===== src/rtl/pc_sequencer.sv =====
`default_nettype none
// ============================================================================
// Module   : pc_sequencer
// Purpose  : Next-PC controller with branch/jump/call/return, stall and halt.
// Revision : 1.0 - initial release
// ============================================================================
module pc_sequencer #(
  parameter int PC_W      = 8,
  parameter int RESET_VEC = 0,
  parameter int PC_INC    = 1,
  parameter int RAS_DEPTH = 4
) (
  input  logic            clk,
  input  logic            rst_n,
  input  logic            stall,
  input  logic            br_taken,
  input  logic [PC_W-1:0] br_target,
  input  logic            jmp,
  input  logic            call,
  input  logic            ret,
  input  logic [PC_W-1:0] jmp_target,
  input  logic            halt,
  input  logic            resume,
  output logic [PC_W-1:0] pc_out,
  output logic            pc_valid,
  output logic            ras_overflow,
  output logic            ras_underflow
);

  localparam int              SP_W    = $clog2(RAS_DEPTH);
  localparam logic [PC_W-1:0] C_RESET = RESET_VEC[PC_W-1:0];
  localparam logic [PC_W-1:0] C_INC   = PC_INC[PC_W-1:0];
  localparam logic [SP_W:0]   C_FULL  = RAS_DEPTH[SP_W:0];

  localparam logic [1:0] BOOT = 2'd0;
  localparam logic [1:0] RUN  = 2'd1;
  localparam logic [1:0] HALT = 2'd2;

  logic [1:0]      r_state;
  logic [PC_W-1:0] r_pc;
  logic [SP_W-1:0] r_sp;
  logic [SP_W:0]   r_cnt;
  logic            r_ovf;
  logic            r_unf;
  logic [PC_W-1:0] r_ras [RAS_DEPTH];

  logic [1:0]      w_state_nxt;
  logic [PC_W-1:0] w_pc_nxt;
  logic [PC_W-1:0] w_pc_inc;
  logic [SP_W-1:0] w_sp_dec;
  logic            w_push;
  logic            w_pop;
  logic            w_ovf_set;
  logic            w_unf_set;
  logic            w_full;
  logic            w_empty;

  assign w_pc_inc = r_pc + C_INC;
  assign w_sp_dec = r_sp - SP_W'(1);
  assign w_full   = (r_cnt == C_FULL);
  assign w_empty  = (r_cnt == '0);

  always_comb begin
    w_state_nxt = r_state;
    w_pc_nxt    = r_pc;
    w_push      = 1'b0;
    w_pop       = 1'b0;
    w_ovf_set   = 1'b0;
    w_unf_set   = 1'b0;
    case (r_state)
      BOOT: w_state_nxt = halt ? HALT : RUN;
      RUN: begin
        if (halt) begin
          w_state_nxt = HALT;
        end else if (ret) begin
          // An empty-stack return falls through to the sequential address.
          if (w_empty) begin
            w_pc_nxt  = w_pc_inc;
            w_unf_set = 1'b1;
          end else begin
            w_pc_nxt = r_ras[w_sp_dec];
            w_pop    = 1'b1;
          end
        end else if (call) begin
          w_push    = 1'b1;
          w_ovf_set = w_full;
          w_pc_nxt  = jmp_target;
        end else if (jmp) begin
          w_pc_nxt = jmp_target;
        end else if (br_taken) begin
          w_pc_nxt = br_target;
        end else if (!stall) begin
          w_pc_nxt = w_pc_inc;
        end
      end
      HALT: begin
        if (resume && !halt) w_state_nxt = RUN;
      end
      default: w_state_nxt = BOOT;
    endcase
  end

  always_ff @(posedge clk or negedge rst_n) begin
    if (!rst_n) begin
      r_state <= BOOT;
      r_pc    <= C_RESET;
      r_sp    <= '0;
      r_cnt   <= '0;
      r_ovf   <= 1'b0;
      r_unf   <= 1'b0;
    end else begin
      r_state <= w_state_nxt;
      r_pc    <= w_pc_nxt;
      if (w_push) begin
        // When full the write pointer already sits on the oldest entry.
        r_sp <= r_sp + SP_W'(1);
        if (!w_full) r_cnt <= r_cnt + 1'b1;
      end else if (w_pop) begin
        r_sp  <= w_sp_dec;
        r_cnt <= r_cnt - 1'b1;
      end
      if (w_ovf_set) r_ovf <= 1'b1;
      if (w_unf_set) r_unf <= 1'b1;
    end
  end

  // Stack storage needs no reset; occupancy is tracked by r_cnt.
  always_ff @(posedge clk) begin
    if (w_push) r_ras[r_sp] <= w_pc_inc;
  end

  assign pc_out        = r_pc;
  assign pc_valid      = (r_state == RUN);
  assign ras_overflow  = r_ovf;
  assign ras_underflow = r_unf;

endmodule
`default_nettype wire


===== config.mk =====
export PLATFORM = sky130hd
export DESIGN_NAME = pc_sequencer
export DESIGN_NICKNAME = d
export VERILOG_FILES = /design/src/rtl/pc_sequencer.sv
export SDC_FILE = /design/constraint.sdc
export NUM_CORES = 1
export LEC_CHECK = 0
export CORE_AREA = 10 10 79 81
export DETAILED_ROUTE_END_ITERATION = 16
export DIE_AREA = 0 0 89 91
export GPL_TIMING_DRIVEN = 0
export PLACE_DENSITY = 0.74
export SETUP_SLACK_MARGIN = 0.05
export SYNTH_ARGS = -nofsm -noshare
export SYNTH_HDL_FRONTEND = slang
export SYNTH_SLANG_ARGS = --single-unit

===== constraint.sdc =====
create_clock -name clk -period 2.86 [get_ports clk]
set_input_delay 0.429 -clock clk [delete_from_list [all_inputs] [get_ports clk]]
set_output_delay 0.429 -clock clk [all_outputs]
set_load 0.05 [all_outputs]

## Yosys cells after proc, flatten, opt, wreduce, memory -nomap -nowiden

Memories as Yosys holds them, arrays and structs flattened.
Index checks and enable logic that the tools add are counted.

| operators by class | value |
|---|---|
| bitwise gates (word level) | 1 |
| eq/ne operators | 7 |
| add/subtract/negate cells | 5 |
| reduce and logical (&&, ||, !) cells | 8 |
| multiplexer cells | 33 |

Operators by type and width:

| kind | count |
|---|---|
| $mux W8 | 6 |
| $mux W1 | 18 |
| $mux W2 | 5 |
| $mux W3 | 3 |
| $add A8 B1 Y8 const B | 1 |
| $ne A2 B2 Y1 const B | 3 |
| $pmux W2 S3 | 1 |
| $ne A5 B1 Y1 const B | 1 |
| $reduce_and A2 Y1 | 2 |
| $add A3 B1 Y3 const B | 1 |
| $eq A3 B3 Y1 const B | 1 |
| $logic_not A3 Y1 | 1 |
| $reduce_and A3 Y1 | 1 |
| $sub A3 B1 Y3 const B | 1 |
| $add A2 B1 Y2 const B | 1 |
| $eq A2 B1 Y1 const B | 1 |
| $eq A2 B2 Y1 const B | 1 |
| $logic_not A2 Y1 | 1 |
| $reduce_bool A2 Y1 | 1 |
| $sub A2 B1 Y2 const B | 1 |
| $logic_and A1 B1 Y1 | 1 |
| $logic_not A1 Y1 | 1 |
| $not A1 Y1 | 1 |

| word-level totals | value |
|---|---|
| input port bits | 25 |
| flip-flop bits (word level) | 17 |
| output and inout bits | 11 |
| memory bits (writable) | 32 |
| memories kept | 1 |

Memory list:

| name | words | width | rd ports | clocked after Yosys merged registers in | write ports | RTL line | RTL |
|---|---|---|---|---|---|---|---|
| r_ras | 4 | 8 | 1 | 0 | 1 | 45 | `logic [PC_W-1:0] r_ras [RAS_DEPTH];` |

## Depth between registers and ports, before layout

| depth | value |
|---|---|
| depth in word-level cells | 7 |
| mapped depth | 8 |
| mapped depth without buffers | 7 |

## Worst setup path before layout

No wires, ideal clock.

| timing | value |
|---|---|
| kind | reg-to-reg |
| start | reg r_sp[0] |
| end | reg r_pc[5] (netlist: pc_out[5]) |
| required time | 2.739 ns |
| library setup time | 0.121 ns |
| stages on the path, launching flop included | 9 |
| setup slack | 0.756 ns |
| arrival time | 1.983 ns |
| cell sequence | dfrtp_1 buf_2 inv_1 ha_1 clkbuf_1 mux4_2 nand2_1 o221ai_1 a22o_1 |

| between the ends | value |
|---|---|
| word-level cells in the longest chain between the ends | 4 |

RTL lines:

| what | RTL line | RTL |
|---|---|---|
| from (decl) | 41 | `logic [SP_W-1:0] r_sp;` |
| from (signal assigned) | 116 | `r_sp <= r_sp + SP_W'(1);` |
| from (signal assigned) | 119 | `r_sp <= w_sp_dec;` |
| $sub A2 B1 Y2 | 59 | `assign w_sp_dec = r_sp - SP_W'(1);` |
| $mem_v2 Z4 W8 | n/a |  |
| $mux W8 | 77 | `if (w_empty) begin` |
| $mux W8 | 75 | `end else if (ret) begin` |
| to (signal assigned) | 113 | `r_pc <= w_pc_nxt;` |
| to (decl) | 40 | `logic [PC_W-1:0] r_pc;` |

No other way between the ends.
A chain may end at the register's enable or synchronous reset.

## Worst setup path after layout

Ends and elaborated chain as after synthesis.

==> impl_results.md <==
- Register area share after synthesis: 0.562
- Place WS: 0.204 ns
- DIE HEIGHT: 91 um
- Share of cells above drive strength 1: 0.119
- Tot GR Track Use: 0.143
- Hold Crit Class: reg2reg
- Reg2reg path depth: 8
- Max Clock Freq: 412 MHz
- Area Growth Syn to Fin: 22.1%
- # fillers: 347
- Final net count: 265
- Crit Path Max Fanout: 10
- Final Util: 0.646
- CP startpoint kind: flip-flop
- Number of inserted diodes: 0
- CP cell instances: buf_2 -> inv_1 -> ha_1 -> clkbuf_1 -> mux4_2 -> nand2_1 -> o221ai_1 -> a22o_1
- Die width: 89 um
- Initial antenna violation count: 0
- Power Density: 999 mW/mm^2
- Run status: completed
- Max Slew Vio Count: 0
- Routed via count: 1724
- CP max stage cell: clkbuf_1
- Number of global-route vias before repair: 1785
- Worst hold start: ras_underflow
- Post-CTS Setup Inserts: 0
- Routed Antenna Nets: 0
- Reg2reg start: r_sp[0]
- RSZ-0062 raised after global routing: false
- DRT Pass-1 Iters: 4
- Hold depth: 1
- Worst Path Arrival: 2.63 ns
- Cts hold-fix bufs: 0
- Max incr delay on CP: 0.43 ns
- Post-synthesis instance total: 193
- CTS buffer count: 5
- Endpoint, Worst Hold: ras_underflow
- Routed vias/inst: 5.97
- Die Footprint: 0.00810 mm^2
- Root Buffer: clkbuf_8
- Post-CTS sizing: 0
- Area of the core: 0.00466 mm^2
- Num Clock Sinks: 49
- CTS tree: built
- Final period util: 0.848
- VDD IR max: 0.448 mV
- Mapped Nets: 224
- Bufs on Longest Clock Path: 2
- Post-synth EDFFs: 32
- Skew final: 0.00861 ns
- Wire per inst: 19.2 um
- Placed wire-length estimate: 3990 um
- Period minus WS final: 2.42 ns
- Worst rel slew slack: 0.449
- Synthesized area: 0.00247 mm^2
- DRT iter0 DRCs: 144
- Ys async rst share: 0.347
- Yosys reg bits: 49
- Std-Cell Rows: 25
- Endpoints failing setup: 0
- Worst Setup Path Type: reg2reg
- Top Ports: 36
- Ys flop type: edfxtp_1
- Global-route wire length before repair: 9100 um
- Slew at the pin closest to its max-slew limit: 0.824 ns
- Leakage power: 1.09 nW
- Reg2reg setup slack: 0.44 ns
- Reg-to-reg endpoint: pc_out[5]
- Ys Warns: 0
- Worst-path clk slew: 0.09 ns
- Max Cap Violations: 0
- Starting Density: 0.529
- Synth cell types: 49
- Drt drc: 0
- Setup TNS Final: 0 ns
- Drt total wl: 5550 um
- GP Congestion: 0.809
- Avg Inst Size Synth: 12.8 um^2
- CP required: 3.06 ns
- Final WS setup: 0.435 ns
- Critical Path Sink Type: flip-flop
- CTS H-Tree Depth: 2
- Final Hold Fails: 0
- Worst-skew pair later-pin latency: 0.30 ns
- Grt total ovfl: 0
- Largest net degree at the start of global routing: 18
- Port buffer count: 34
-- worst max-delay path by stage --
stage            start         to  cells after the start
2_1_floorplan  r_sp[0]  pc_out[5]                      8
3_3_place_gp      halt   r_cnt[2]                      8
3_5_place_dp      halt   r_cnt[2]                      8
4_1_cts        r_sp[0]  pc_out[5]                      8
5_1_grt        r_sp[0]  pc_out[5]                      8
6_report       r_sp[0]  pc_out[5]                      8
-- layer usage --
metal / wire (um) / GRT usage / up-vias
met5: 0 / 0 / -
met4: 74 / 0.0531 / 0
met3: 381 / 0.0429 / 7
met2: 2560 / 0.212 / 53
met1: 2540 / 0.193 / 835
li1: - / - / 829
-- registers in the layout, summed over array words and instances (netlist names) --
| register | flops |
|---|---|
| r_cnt | 3 |
| ras_underflow | 1 |
| r_state | 2 |
| pc_out | 8 |
| ras_overflow | 1 |
| r_ras | 32 |
| r_sp | 2 |
-- per-stage QoR --
stage                     power, W  hold slack, ns  cells  area [um^2]
final                      0.00301           0.466    289         3010
after global routing       0.00320           0.499    289         3010
after floorplan            0.00202           0.133    193         2470
after CTS                  0.00303           0.470    289         3010
after detailed placement   0.00244           0.450    281         2870
after global placement     0.00242           0.441    281         2870
-- Yosys cell counts, drive strengths merged (3+ instances only) --
cell type	instances	area [um^2]
xnor2	5	43.8
inv	6	22.5
a21o	3	23.8
a2bb2oi	3	26.3
o21a	7	52.6
edfxtp	32	961
nand2	7	26.3
nor2	16	60.1
dfrtp	17	425
a22oi	3	22.5
mux4	8	180
clkbuf	6	22.5
ha	5	62.6
a31oi	12	75.1
and3	5	31.3
buf	3	15.0
o21ai	7	35.0
nand3	3	15.0
a21oi	8	43.8
nand2b	3	18.8
-- critical path, delay by kind of cell, from the launching register on --
family                     cells  cell delay [ns]
AOI/OAI and AO/OA              2             0.31
DFF                            1             0.38
muxes                          1             0.40
and+or+nand+nor                1             0.09
buffers and inverters          3             0.86
adders and majority gates      1             0.28
-- where the power goes --
| group | internal [W] | switching, W | leakage [nW] |
|---|---|---|---|
| sequential | 0.000979 | 0.000163 | 0.485 |
| combinational | 0.000502 | 0.000774 | 0.535 |
| clock | 0.000352 | 0.000238 | 0.0687 |
-- layout make-up --
class	count	area, um^2	area share
Buffer	9	37.5	0.0125
Clock buffer	5	68.8	0.0229
Clock inverter	3	68.8	0.0229
Inverter	6	22.5	0.00748
Multi-Input combinational cell	129	1020	0.339
Sequential cell	49	1390	0.460
Tap cell	54	67.6	0.0224
Timing Repair Buffer	34	340	0.113
-- layout by cell type (no fill, tap or decap), types with 5 or more instances in the layout --
master / synthesis / layout
clkdlybuf4s50_1: 0 / 34
edfxtp_1: 32 / 32
dfrtp_1: 17 / 17
nor2_1: 16 / 16
a31oi_1: 12 / 12
mux4_2: 8 / 8
nand2_1: 7 / 7
o21ai_0: 7 / 7
o21a_1: 7 / 7
a21oi_1: 7 / 7
inv_1: 6 / 6
clkbuf_1: 6 / 6
xnor2_1: 5 / 5
and3_1: 5 / 5
ha_1: 5 / 5
clkbuf_8: 0 / 5
-- cells by family after synthesis --
family / synth area share
AOI/OAI and AO/OA: 0.160
muxes: 0.0817
adders and majority gates: 0.0335
and+or+nand+nor: 0.113
buffers and inverters: 0.0244
DFF: 0.562
xor gates and xnor gates: 0.0249
Note: power is estimated with default switching activity, not from simulation.
